`src/rtl/ptosda_frame_if.sv`:
```
// ptosda_frame_if: producer handshake and two-wire line bundle for ptosda_frame.
interface ptosda_frame_if #(parameter int DATA_W = 8);
    logic              valid;
    logic [DATA_W-1:0] data;
    logic              ready;
    logic              done;
    logic              scl;
    logic              sda;
    modport master (output valid, data, input ready, done, scl, sda);
    modport slave  (input valid, data, output ready, done, scl, sda);
endinterface

```
`src/rtl/ptosda_frame.sv`:
```
// ptosda_frame: parallel-to-serial two-wire frame sender (start, data, optional parity, stop).
// Define PARITY_EN to append an even-parity bit after the data bits.
module ptosda_frame #(
    parameter int DATA_W    = 8,
    parameter bit MSB_FIRST = 1
) (
    input logic           sclk,
    input logic           rst,
    ptosda_frame_if.slave bus
);
`ifdef PARITY_EN
    localparam int NB = DATA_W + 1;
`else
    localparam int NB = DATA_W;
`endif
    localparam int CW = $clog2(NB + 1);
    typedef enum logic [2:0] {IDLE, START, BIT_LO, BIT_HI, STOP_LO, STOP_HI, STOP_REL} state_t;
    state_t        state, state_n;
    logic [NB-1:0] sr, sr_n, load;
    logic [CW-1:0] cnt, cnt_n;
    logic          accept, last, bit_n, scl_n, sda_n, ready_n, done_n;
    assign accept = bus.valid & bus.ready;
    assign last   = cnt == CW'(NB - 1);
`ifdef PARITY_EN
    // Parity sits in the slot that leaves the shifter last.
    assign load = MSB_FIRST ? {bus.data, ^bus.data} : {^bus.data, bus.data};
`else
    assign load = bus.data;
`endif
    always_ff @(posedge sclk or negedge rst) begin
        if (!rst) begin
            state     <= IDLE;
            sr        <= '0;
            cnt       <= '0;
            bus.scl   <= 1'b1;
            bus.sda   <= 1'b1;
            bus.ready <= 1'b1;
            bus.done  <= 1'b0;
        end else begin
            state     <= state_n;
            sr        <= sr_n;
            cnt       <= cnt_n;
            bus.scl   <= scl_n;
            bus.sda   <= sda_n;
            bus.ready <= ready_n;
            bus.done  <= done_n;
        end
    end
    always_comb begin
        state_n = IDLE;
        case (state)
            IDLE:     state_n = accept ? START : IDLE;
            START:    state_n = BIT_LO;
            BIT_LO:   state_n = BIT_HI;
            BIT_HI:   state_n = last ? STOP_LO : BIT_LO;
            STOP_LO:  state_n = STOP_HI;
            STOP_HI:  state_n = STOP_REL;
            STOP_REL: state_n = accept ? START : IDLE;
            default:  state_n = IDLE;
        endcase
        sr_n  = accept ? load : state == BIT_HI ? (MSB_FIRST ? sr << 1 : sr >> 1) : sr;
        cnt_n = state == BIT_HI ? (last ? '0 : cnt + CW'(1)) : cnt;
    end
    // Outputs are decoded from the next state so the registers line up with it.
    always_comb begin
        bit_n   = MSB_FIRST ? sr_n[NB-1] : sr_n[0];
        scl_n   = !(state_n inside {BIT_LO, STOP_LO});
        sda_n   = state_n inside {IDLE, STOP_REL} ? 1'b1 : state_n inside {BIT_LO, BIT_HI} ? bit_n : 1'b0;
        ready_n = state_n inside {IDLE, STOP_REL};
        done_n  = state_n == STOP_REL;
    end
endmodule

```
`src/flat_wrapper.sv`:
```
// flat-port wrapper written by rule: the top's interface ports become plain ports
module ptosda_frame_flat 
#(
    parameter int DATA_W    = 8,
    parameter bit MSB_FIRST = 1
)
  (sclk, rst, bus_valid, bus_data, bus_ready, bus_done, bus_scl, bus_sda);
  ptosda_frame_if #(.DATA_W(DATA_W)) bus_i ();
  input logic sclk;
  input logic rst;
  input wire logic [$bits(bus_i.valid)-1:0] bus_valid;
  input wire logic [$bits(bus_i.data)-1:0] bus_data;
  output wire logic [$bits(bus_i.ready)-1:0] bus_ready;
  output wire logic [$bits(bus_i.done)-1:0] bus_done;
  output wire logic [$bits(bus_i.scl)-1:0] bus_scl;
  output wire logic [$bits(bus_i.sda)-1:0] bus_sda;
  assign bus_i.valid = bus_valid;
  assign bus_i.data = bus_data;
  assign bus_ready = bus_i.ready;
  assign bus_done = bus_i.done;
  assign bus_scl = bus_i.scl;
  assign bus_sda = bus_i.sda;
  ptosda_frame #(.DATA_W(DATA_W), .MSB_FIRST(MSB_FIRST)) u_core (.sclk(sclk), .rst(rst), .bus(bus_i));
endmodule
```
`config.mk`:
```
export PLATFORM = sky130hd
export DESIGN_NAME = ptosda_frame_flat
export DESIGN_NICKNAME = d
export VERILOG_FILES = /design/src/rtl/ptosda_frame_if.sv /design/src/rtl/ptosda_frame.sv /design/src/flat_wrapper.sv
export SDC_FILE = /design/constraint.sdc
export NUM_CORES = 1
export LEC_CHECK = 0
export CAP_MARGIN = 20
export CORE_MARGIN = 1
export CORE_UTILIZATION = 45
export DETAILED_ROUTE_END_ITERATION = 10
export PLACE_DENSITY = 0.72
export RECOVER_POWER = 25
export SLEW_MARGIN = 20
export SYNTH_ARGS = -nofsm -noshare
export SYNTH_HDL_FRONTEND = slang
export SYNTH_SLANG_ARGS = --single-unit
```
`constraint.sdc`:
```
create_clock -name sclk -period 1.36 [get_ports sclk]
set_clock_uncertainty 0.05 [all_clocks]
set_input_delay 0.272 -clock sclk [delete_from_list [all_inputs] [get_ports sclk]]
set_output_delay 0.272 -clock sclk [all_outputs]
set_load 0.02 [all_outputs]
```
# Yosys cells after proc, flatten, opt, wreduce, memory -nomap -nowiden
# Cells that the tools add are included.
[word_totals] ff_bits=19 in_bits=11 wordCells=37 output_inout_bits=4
[classes] bitwise=1 n_reduce_logical=8 eq_ne=11 muxes=8 n_addsub=1
[op_table] cell="3-bit case mux with 6 select lines" count=1
[op_table] cell="8-bit 2-to-1 mux" count=2
[op_table] cell="3-bit == test (second input constant)" count=5
[op_table] cell="3-bit by 2-bit == test with 1-bit output (second input constant)" count=4
[op_table] cell="2-bit nonzero test" count=4
[op_table] cell="3-bit zero test" count=2
[op_table] cell="4-bit by 1-bit adder with 4-bit output (second input constant)" count=1
[op_table] cell="4-bit by 3-bit == test with 1-bit output (second input constant)" count=1
[op_table] cell="4-bit 2-to-1 mux" count=1
[op_table] cell="3-bit by 1-bit == test with 1-bit output (second input constant)" count=1
[op_table] cell="1-bit 2-to-1 mux" count=3
[op_table] cell="3-bit 2-to-1 mux" count=1
[op_table] cell="2-bit OR reduction" count=1
[op_table] cell="1-bit AND" count=1
[op_table] cell="1-bit zero test" count=1

# Logic depth before layout (Yosys ltp)
[logic_depth] ltp_word=7 mapped_depth=5 ltp_nobuf=4

# Worst setup path before layout
# No wires, ideal clock.
[synth_timing] path_type="flip-flop to flip-flop" startpoint="register u_core.bus.ready" endpoint="register u_core.sr[1]" period_less_slack_ns=1.294 setup_time_ns=0.141 t_arrival_ns=1.103 path_slack_ns=0.066 path_buffers=1 t_required_ns=1.169 path_stages_with_launch=5 path_cell_list="dfstp_2 nand2_1 clkbuf_1 nor2_1 a31oi_1"
[synth_between] elab_chain_len=2 elab_cells_between_ends=3 classes_between="mux (1); bitwise (1); reduce/logical (1)"
[synth_lines] item="from (decl)" line="ptosda_frame_if.sv:10" text="modport slave (input valid, data, output ready, done, scl, sda);"
[synth_lines] item="from (signal assigned)" line="ptosda_frame.sv:45" text="bus.ready <= ready_n;"
[synth_lines] item="1-bit AND *" line="ptosda_frame.sv:22" text="assign accept = bus.valid & bus.ready;"
[synth_lines] item="8-bit 2-to-1 mux / 2-bit nonzero test (equally long branches)"
[synth_lines] item="to (signal assigned)" line="ptosda_frame.sv:41" text="sr <= sr_n;"
[synth_lines] item="to (decl)" line="ptosda_frame.sv:19" text="logic [NB-1:0] sr, sr_n, load;"
# Every way passes the cells marked *; elsewhere a longest branch is shown, timed or not.
# A chain may end at the register's enable or synchronous reset.

# Worst setup path after layout
[layout_timing] startpoint="register u_core.bus.ready" endpoint="output port bus_ready"
[layout_lines] item="to (decl)" line="flat_wrapper.sv:13" text="output wire logic [$bits(bus_i.ready)-1:0] bus_ready;"
# No word-level cell between the ends.

==> impl_metrics.csv <==
group,metric,value,unit
run_status,status,"finished clean",
layout,fin_area,1110,µm²
timing,hold_ws,0.403,ns
timing,worst_pin_slew,0.463,ns
worst_setup_path,cp-end-kind,"primary output",
worst_setup_path,path_buf_inv,1,
clocking,clockRootBuffer,"clkbuf_4",
worst_setup_path,crit_arrival,0.98,ns
pwr,cellPowerDensity,2080,nW/µm²
timing,max_freq,768,MHz
worst_setup_path,cp_slowest_cell,"dfstp_2",
layout,multi_input_area,359,µm²
floorplan,start_util,0.494,
detailed_routing,drcViolationCount,0,
pwr,pwr-share-clk,0.119,
pwr,p_leak,0.000507,µW
layout,seqCellArea,480,µm²
timing,post-route-min-period,1.30,ns
layout,fin_nets,127,
yosys,synth_nets,104,
detailed_routing,vias,712,
layout,syn_to_final_growth,27.1,%
worst_setup_path,cp-start-kind,"flip-flop",
layout,final_cells,139,
timing,slew_violations,0,
floorplan,rows,15,
worst_setup_path,cp.depth,1,
worst_setup_path,rr_worst_depth,4,
clocking,cts_buffer_depth,2,
layout,antenna_cells,0,
detailed_routing,wirelength,1630,µm
clocking,cts.reportedPaths.clkPinSlew,0.11,ns
timing,max_slew_margin,0.691,
pwr,total_switching_power,874,µW
clocking,cts_buffers,3,
global_route,grt_overflow,0,
detailed_routing,avgViaCountPerCell,5.12,
placement,gp_congestion,0.780,
clocking,clkLatencyLatePin,0.29,ns
floorplan,dieArea,2120,µm²
yosys,synth.distinct_cells,25,
worst_setup_path,critPathLaunch,"u_core.bus.ready$_DFF_PN1_",
worst_setup_path,crit_path_max_incr_delay,0.54,ns
placement,dpl.cell_count,135,
global_route,grt_pass1_vias,688,
clocking,cts_max_level,1,
timing,setup_viol,0,
yosys,ys_ff_latch,19,
yosys,synth_area,872,µm²
timing,rsz0062_at_grt,"false",
clocking,hold_buffers,0,
floorplan,pin_count,15,
detailed_routing,ant_nets,0,
worst_setup_path,setup.worst_path.class,"flip-flop to primary output",
placement,numPortBuffers,14,
detailed_routing,wire_per_inst,11.7,µm
worst_setup_path,timing.rr.start,"u_core.bus.ready$_DFF_PN1_",
worst_setup_path,worstPathCellList,"buf_2",
pwr,p_seq_frac,0.436,
run,drv_cap,0,
layout,final_layout_size_suffix_gt1_frac,0.219,
worst_setup_path,crit_fanout,2,
placement,placed_cell_area,1090,µm²
timing,final_min_period_over_clock_period,0.958,
min_path,hp-class,"primary input to async pin",
yosys,syn_avg_cell_area,9.48,µm²
pwr,intPower,1430,µW
yosys,yosys_warnings,0,
layout,finish.utilization,0.628,
yosys,yosysSeqAreaShare,0.549,
layout,final.fill_count,165,
pwr,ir_drop,0.00117,V
timing,hold_violations,0,
global_route,antenna_found_initial,0,
yosys,synthesis.instances,92,
clocking,clkSinkCount,19,
detailed_routing,first_pass_iters,4,
timing,finalSetupTns,0,ns
floorplan,fp.dieW,46.0,µm
global_route,grt_pass1_wl,2780,µm
global_route,grt_usage,0.189,
floorplan,coreArea,1760,µm²
detailed_routing,drt-initial-drc-count,13,
global_route,grt_start_max_net_pins,20,
worst_setup_path,cpLargestDelayFamily,"flip-flops",
pwr,switching_share,0.379,
floorplan,die_h,46.0,µm
placement,dp_hpwl,1220,µm
pwr,p_comb_frac,0.446,
clocking,cts_tree,"built",
worst_setup_path,cp.required,1.04,ns
layer usage:
metal	part of all wire	vias up	track usage
met4	0.040	0	0.124
met2	0.48	14	0.290
met1	0.45	331	0.240
met3	0.028	8	0.0357
li1	-	359	-
met5	0	-	0
cell type report:
| type | count | area share |
|---|---|---|
| flip-flops and latches | 19 | 0.433 |
| multi-input cells | 66 | 0.324 |
| repair buffers | 23 | 0.183 |
| well taps | 25 | 0.0282 |
| clock buffers | 3 | 0.0203 |
| inverters | 2 | 0.00677 |
| clock inverters | 1 | 0.00451 |
metrics by stage:
| step | setup slack, ns | total power (µW) |
|---|---|---|
| after floorplan | 0.0661 | 1720 |
| after global placement | -0.101 | 2050 |
| after detailed placement | -0.117 | 2090 |
| after CTS | 0.0261 | 2330 |
| after global routing | 0.00949 | 2510 |
| final | 0.0573 | 2300 |
cells in the final DEF, fill, tap and decap left out, drive strengths merged:
cell type and instances:
clkdlybuf4s15 1, a21oi 4, a31oi 6, nand3 3
o21ba 1, mux2 1, o21ai 4, o221ai 1
and2 1, dfstp 3, dfrtp 16, o211ai 1
ha 1, o22ai 1, inv 2, xnor2 2
clkinv 1, and3b 1, dlygate4sd3 1, nand3b 2
clkdlybuf4s50 9, nor3 2, nor2 9, or4 1
buf 11, nand2 25, clkbuf 4
worst paths after layout:
check                                            endpoint  slack [ns]
worst max-delay path                            bus_ready        0.06
worst min-delay path             u_core.sr[1]$_DFFE_PN0P_        0.40
worst max register to register   u_core.bus.sda$_DFF_PN1_        0.07
worst min register to register  u_core.cnt[2]$_DFFE_PN0P_        0.46
max in group asynchronous        u_core.bus.sda$_DFF_PN1_        0.51
min in group sclk               u_core.cnt[2]$_DFFE_PN0P_        0.46
power by group through the flow:
| stage | Sequential, µW | Combinational [µW] | Clock (µW) |
|---|---|---|---|
| after global placement | 1010 | 1040 | 0 |
| after detailed placement | 1010 | 1080 | 0 |
| after CTS | 1000 | 1040 | 288 |
| after global routing | 1030 | 1170 | 309 |
| after floorplan | 1000 | 718 | 0 |
| final | 1000 | 1030 | 274 |
sequential cells by signal (all words and copies together) (netlist names):
register,flops
u_core.state,3
u_core.bus.scl,1
u_core.cnt,4
u_core.bus.done,1
u_core.bus.sda,1
u_core.bus.ready,1
u_core.sr,8
synth_stat cells:
master / count / area, µm²
a21oi_1: 4 / 20.0
a31oi_1: 6 / 37.5
and2_1: 1 / 6.26
and3b_1: 1 / 8.76
buf_2: 1 / 5.00
buf_4: 3 / 22.5
clkbuf_1: 1 / 3.75
dfrtp_1: 16 / 400
dfstp_2: 3 / 78.8
ha_1: 1 / 12.5
inv_1: 2 / 7.51
mux2_2: 1 / 11.3
nand2_1: 25 / 93.8
nand3_1: 3 / 15.0
nand3b_1: 1 / 7.51
nand3b_4: 1 / 20.0
nor2_1: 9 / 33.8
nor3_1: 2 / 10.0
o211ai_1: 1 / 7.51
o21ai_0: 4 / 20.0
o21ba_2: 1 / 10.0
o221ai_1: 1 / 8.76
o22ai_1: 1 / 6.26
or4_1: 1 / 7.51
xnor2_1: 2 / 17.5
kinds of logic (layout without fill, tap and decap cells):
family | after synthesis | in the layout | synth area share
AO/OA/AOI/OAI | 18 | 18 | 0.126
multiplexers | 1 | 1 | 0.0129
AND/OR/NAND/NOR | 44 | 44 | 0.232
adder cells (fa/ha/maj) | 1 | 1 | 0.0143
buffers and inverters | 7 | 29 | 0.0445
flip-flops | 19 | 19 | 0.549
XOR/XNOR | 2 | 2 | 0.0201
timing repair:
action / 4_1_cts / 5_1_grt
resized for setup: 13 / 4
setup endpoints to repair: 4 / 5
setup buffers: 0 / 0
No activity file was read; power rests on OpenSTA's default activity.
